--- src/rtl/ram_burst_pkg.sv ---
// Shared constants and types for the RAM burst master and its read-return FIFO.
package ram_burst_pkg;

    localparam int RAM_AW = 9;
    localparam int RAM_DW = 16;

    localparam logic WE_WRITE = 1'b0;
    localparam logic WE_READ  = 1'b1;

    typedef enum logic [1:0] {
        ST_IDLE  = 2'd0,
        ST_WRITE = 2'd1,
        ST_READ  = 2'd2,
        ST_DRAIN = 2'd3
    } state_t;

endpackage

--- src/rtl/ram_rd_fifo.sv ---
// Small synchronous FIFO holding RAM read returns until the consumer takes them.
module ram_rd_fifo #(
    parameter int DW    = 16,
    parameter int DEPTH = 4,
    parameter int CW    = $clog2(DEPTH + 1)
) (
    input  logic          clk,
    input  logic          rst_n,
    input  logic          i_push,
    input  logic [DW-1:0] i_data,
    input  logic          i_pop,
    output logic          o_valid,
    output logic [DW-1:0] o_head,
    output logic [CW-1:0] o_count
);
    localparam int PW = $clog2(DEPTH);

    logic [DW-1:0] r_mem [DEPTH];
    logic [PW-1:0] r_wptr;
    logic [PW-1:0] r_rptr;
    logic [CW-1:0] r_count;

    function automatic logic [PW-1:0] ptr_inc(input logic [PW-1:0] p);
        return (p == PW'(DEPTH - 1)) ? '0 : p + PW'(1);
    endfunction

    always_ff @(posedge clk) begin
        if (i_push) r_mem[r_wptr] <= i_data;
    end

    always_ff @(posedge clk or negedge rst_n) begin
        if (!rst_n) begin
            r_wptr  <= '0;
            r_rptr  <= '0;
            r_count <= '0;
        end else begin
            if (i_push) r_wptr <= ptr_inc(r_wptr);
            if (i_pop)  r_rptr <= ptr_inc(r_rptr);
            case ({i_push, i_pop})
                2'b10:   r_count <= r_count + CW'(1);
                2'b01:   r_count <= r_count - CW'(1);
                default: r_count <= r_count;
            endcase
        end
    end

    // Head is forced to zero when empty so rd_data is defined before the first push.
    assign o_valid = (r_count != '0);
    assign o_head  = o_valid ? r_mem[r_rptr] : '0;
    assign o_count = r_count;

endmodule

--- src/rtl/ram_burst_master.sv ---
// Burst master for the 16x512 synchronous RAM port: sequences write and read
// bursts, buffering read returns so the consumer can apply backpressure.
module ram_burst_master #(
    parameter int AW         = ram_burst_pkg::RAM_AW,
    parameter int DW         = ram_burst_pkg::RAM_DW,
    parameter int FIFO_DEPTH = 4
) (
    input  logic          clk,
    input  logic          rst_n,
    input  logic          cmd_valid,
    output logic          cmd_ready,
    input  logic          cmd_write,
    input  logic [AW-1:0] cmd_addr,
    input  logic [AW-1:0] cmd_len,
    input  logic          wr_valid,
    output logic          wr_ready,
    input  logic [DW-1:0] wr_data,
    output logic          rd_valid,
    input  logic          rd_ready,
    output logic [DW-1:0] rd_data,
    output logic          busy,
    output logic          done,
    output logic          ram_WE,
    output logic [AW-1:0] ram_addr,
    output logic [DW-1:0] ram_in,
    input  logic [DW-1:0] ram_out
);
    import ram_burst_pkg::*;

    localparam int CW = $clog2(FIFO_DEPTH + 1);

    state_t        r_state;
    state_t        w_next;
    logic [AW-1:0] r_cur_addr;
    logic [AW-1:0] r_remaining;
    logic          r_rd_p0;
    logic          r_rd_p1;
    logic          r_done;
    logic [CW-1:0] w_count;
    logic [CW:0]   w_occ;
    logic          w_wr_beat;
    logic          w_issue;
    logic          w_pop;
    logic          w_last_pop;

    // Occupancy counts words in the FIFO plus reads still travelling through the RAM.
    assign w_occ      = {1'b0, w_count} + (CW + 1)'(r_rd_p0) + (CW + 1)'(r_rd_p1);
    assign w_wr_beat  = wr_valid & wr_ready;
    assign w_issue    = (r_state == ST_READ) && (w_occ < (CW + 1)'(FIFO_DEPTH));
    assign w_pop      = rd_valid & rd_ready;
    assign w_last_pop = (r_state == ST_DRAIN) && w_pop && (w_count == CW'(1))
                        && !r_rd_p0 && !r_rd_p1;

    always_ff @(posedge clk or negedge rst_n) begin
        if (!rst_n) r_state <= ST_IDLE;
        else        r_state <= w_next;
    end

    always_comb begin
        w_next = r_state;
        case (r_state)
            ST_IDLE:  if (cmd_valid) w_next = cmd_write ? ST_WRITE : ST_READ;
            ST_WRITE: if (r_done) w_next = ST_IDLE;
            ST_READ:  if (w_issue && (r_remaining == '0)) w_next = ST_DRAIN;
            ST_DRAIN: if (r_done) w_next = ST_IDLE;
            default:  w_next = ST_IDLE;
        endcase
    end

    // The done cycle keeps the FSM out of IDLE, which blocks extra beats and commands.
    always_comb begin
        cmd_ready = 1'b0;
        wr_ready  = 1'b0;
        busy      = 1'b1;
        case (r_state)
            ST_IDLE: begin
                cmd_ready = 1'b1;
                busy      = 1'b0;
            end
            ST_WRITE: wr_ready = !r_done;
            default:  ;
        endcase
    end

    always_ff @(posedge clk or negedge rst_n) begin
        if (!rst_n) begin
            r_cur_addr  <= '0;
            r_remaining <= '0;
            r_rd_p0     <= 1'b0;
            r_rd_p1     <= 1'b0;
            r_done      <= 1'b0;
            ram_WE      <= WE_READ;
            ram_addr    <= '0;
            ram_in      <= '0;
        end else begin
            ram_WE  <= WE_READ;
            r_done  <= 1'b0;
            r_rd_p0 <= w_issue;
            r_rd_p1 <= r_rd_p0;
            if ((r_state == ST_IDLE) && cmd_valid) begin
                r_cur_addr  <= cmd_addr;
                r_remaining <= cmd_len;
            end
            if (w_wr_beat || w_issue) begin
                ram_addr    <= r_cur_addr;
                r_cur_addr  <= r_cur_addr + AW'(1);
                r_remaining <= r_remaining - AW'(1);
            end
            if (w_wr_beat) begin
                ram_WE <= WE_WRITE;
                ram_in <= wr_data;
            end
            if ((w_wr_beat && (r_remaining == '0)) || w_last_pop) r_done <= 1'b1;
        end
    end

    assign done = r_done;

    // Reads issued two edges earlier land in the FIFO with the RAM's registered output.
    ram_rd_fifo #(
        .DW    (DW),
        .DEPTH (FIFO_DEPTH),
        .CW    (CW)
    ) u_fifo (
        .clk     (clk),
        .rst_n   (rst_n),
        .i_push  (r_rd_p1),
        .i_data  (ram_out),
        .i_pop   (w_pop),
        .o_valid (rd_valid),
        .o_head  (rd_data),
        .o_count (w_count)
    );

endmodule

--- config.mk ---
export PLATFORM = sky130hd
export DESIGN_NAME = ram_burst_master
export DESIGN_NICKNAME = d
export VERILOG_FILES = /design/src/rtl/ram_burst_pkg.sv /design/src/rtl/ram_rd_fifo.sv /design/src/rtl/ram_burst_master.sv
export SDC_FILE = /design/constraint.sdc
export NUM_CORES = 1
export LEC_CHECK = 0
export BUFFER_PORTS_ARGS = -buffer_cell sky130_fd_sc_hd__buf_4
export CAP_MARGIN = 20
export CORE_UTILIZATION = 40
export DETAILED_ROUTE_END_ITERATION = 16
export PLACE_DENSITY = 0.71
export SYNTH_ARGS = -nofsm -noshare
export SYNTH_HDL_FRONTEND = slang
export SYNTH_SLANG_ARGS = --single-unit
--- constraint.sdc ---
create_clock -name clk -period 2.6 [get_ports clk]
set_input_delay 0 -clock clk [delete_from_list [all_inputs] [get_ports clk]]
set_output_delay 0 -clock clk [all_outputs]
set_load 0.02 [all_outputs]
==> qor.txt <==
Gr busiest metal: met2
Top FF cell, synth: edfxtp_1
Post-Syn Instances: 342
DRT Wirelength: 10.72 mm
Status: complete, no violations
TritonRoute pass-1 iters: 5
Worst setup EP type: register
Critical path's slowest cell: dfrtp_1
# IOs: 103
Area contributors post-synth: edfxtp_1 38%, dfrtp_1 27%, mux4_2 7.0%, mux2_2 4.4%, ha_1 3.2%
Arrival @ worst endpoint: 2.46 ns
# Max-Cap Violations: 0
Setup_tns: 0 ns
Clk slew on worst S/H paths: 0.06 ns
Die X: 115.1 um
Simple-gate share of the synthesized area: 0.1052
Layout area overhead: 41.26%
TritonCTS clock tree: built
GRT Total Usage: 0.1760
Vias in the first global route: 3552
EDFF count, synth: 64
Clock Sinks: 120
Port buffer count: 102
First-pass GRT wire length: 17.43 mm
Fin crit period: 2.167 ns
Antenna violations before repair: 0
Cell Chain, Critical Path: ha_1 -> a21o_1 -> o211ai_4 -> mux2_2 -> a221o_1
Adder-cell area share of the yosys netlist: 0.03179
Hold crit path type: primary input to register
Fin cells: 694
Diode count: 0
Placed instance count: 609
Clk_skew: 0.009216 ns
Largest net degree at the start of global routing: 57
M2 GR Usage: 0.2928
Fmax: 461.4 MHz
Mean routed wirelength per cell: 15.45 um
RSZ-0062 raised after global routing: no
Xor-xnor portion of the synthesized cell area: 0.005136
Lkg Pwr: 3.018 nW
Setup Viol. Count Final: 0
Post-CTS setup buffers: 0
Post-Syn Area: 5116 um2
Hold violation count in the final report: 0
Synth top area share: 0.3756
Hold path startpoint: rd_ready
# rows: 40
Worst R2R Start: r_rd_p1
Vias per cell: 5.063
Syn_nets: 411
Largest stage delay, worst path: 0.45 ns
Max Slew Vio Count: 0
DRC Markers: 0
Yosys warns: 0
CP Max Fanout: 13
CTS root buffer: clkbuf_16
Met1 usage: 0.2180
Cell Pwr Density: 1203 nW/um2
Critical Path Start Type: register
Fin nets: 582
Yosys cell types: 48
Sequential area share after synthesis: 0.6498
Num CTS Buffers: 17
Initial Util: 0.4172
Synth Area in Compound Gates: 0.06090
Total die area: 13250 um2
Critical Path Source: r_rd_p1
Post-synthesis register bit count: 120
Largest family of logic cells by synthesized area: multiplexers
Mapped Avg Cell Area: 14.96 um2
Longest Clk Path Bufs: 2
Async S/R FF share, synth: 0.4667
Post-route ant nets: 0
Grt met3 use: 0.05219
Worst hold slack: 0.009699 ns
Synth area leader: edfxtp_1
CTS H-Tree Depth: 4
Top post-synthesis cells by count: 64 x edfxtp_1, 55 x dfrtp_1, 35 x nand2_1
GP Congestion: 0.7607
DRT iter0 DRCs: 189
Dpl hpwl: 6.650 mm
Fin crit share: 0.8336
Crit Path Class: register to register
Power Total: 8.695 mW
Clk_lat worst skew: 0.41 ns
Slew HR: 0.4650
Die Ht: 115.1 um
Crit path max-delay family: compound AO/OA/AOI/OAI gates
Post-cts resize count: 0
DR vias: 3514
Core footprint: 12260 um2
Crit path required time: 2.90 ns
Multiplexer area fraction after synthesis: 0.1262
Fraction of layout instances using a drive strength above 1: 0.3612
Worst path bufs/invs: 0
Worst VDD drop: 0.5413 mV
CTS Hold Bufs: 53
Total congestion overflow: 0
Most common cell in the netlist: edfxtp_1
Worst-Margin Slew: 0.8025 ns
## cells in the final DEF, fill, tap and decap left out, types with 3 or more instances in the layout
cell and n:
a21o_1 3, inv_1 10, o311ai_1 3, mux2i_1 6, o21ai_0 5, ha_1 13, a221o_1 10, edfxtp_1 64
clkinv_2 3, and2_1 21, inv_6 3, dlygate4sd3_1 53, clkbuf_16 17, buf_4 113, nand3_1 8, a21oi_1 6
or4_1 4, nor3_1 6, mux4_2 16, clkinvlp_4 4, dfrtp_1 55, nor2_1 9, mux2_2 20, nand2_1 35
## metal layers
| metal | up-vias | share of wire |
|---|---|---|
| li1 | 1636 | - |
| met2 | 125 | 0.49 |
| met1 | 1734 | 0.44 |
| met3 | 19 | 0.055 |
| met4 | 0 | 0.015 |
| met5 | - | 0 |
## sequential cells by signal (all words and copies together) (netlist names)
name and count:
ram_in 16, ram_addr 9, ram_WE 1, u_fifo.r_rptr 2
u_fifo.r_mem 64, r_rd_p0 1, done 1, r_remaining 9
u_fifo.o_count 3, u_fifo.r_wptr 2, r_rd_p1 1, r_cur_addr 9
r_state 2
## worst reg2reg max path, stage by stage, from the launching register on
cell	delay [ns]
dfrtp_1	0.45
ha_1	0.31
a21o_1	0.22
o211ai_4	0.40
mux2_2	0.39
a221o_1	0.28
## report_power, final
part / internal (mW) / switching (mW)
clock network: 1.37 / 0.854
registers: 2.59 / 0.463
logic: 1.70 / 1.72
total: 5.66 / 3.04
## cell type report
class	instances	area [um2]
Timing Repair Buffer	167	1399
Clock buffer	19	452.9
Clock inverter	13	118.9
Fill cell	962	5035
Sequential cell	120	3324
Tap cell	168	210.2
Inverter	10	37.54
Multi-Input combinational cell	197	1684
## logic make-up (layout without fill, tap and decap cells)
kind of cell               count (synthesis)  count (layout)
DFF                                      120             120
and+or+nand+nor                          101             101
muxes                                     42              42
AOI/OAI and AO/OA                         38              38
buffers and inverters                     25             209
adders and majority gates                 13              13
xor gates and xnor gates                   3               3
## stage by stage
step / util / worst slack [ns] / cell area (um2)
final: 0.5894 / 0.4326 / 7227
after floorplan: - / 0.6074 / 5116
after detailed placement: 0.4995 / 0.4267 / 6125
after global placement: 0.4995 / 0.4596 / 6125
after global routing: 0.5894 / 0.2750 / 7227
after CTS: 0.5894 / 0.4058 / 7227
## path summary, 6_finish.rpt
check	endpoint	slack (ns)	cells past startpoint
setup / recovery	r_cur_addr[5]	0.43	5
hold / removal	done	0.01	3
setup reg to reg	r_cur_addr[5]	0.43	5
hold reg to reg	r_rd_p1	0.41	0
max in group asynchronous	ram_addr[7]	1.92	2
min in group asynchronous	ram_in[2]	0.19	2
No activity file was read; power rests on OpenSTA's default activity.
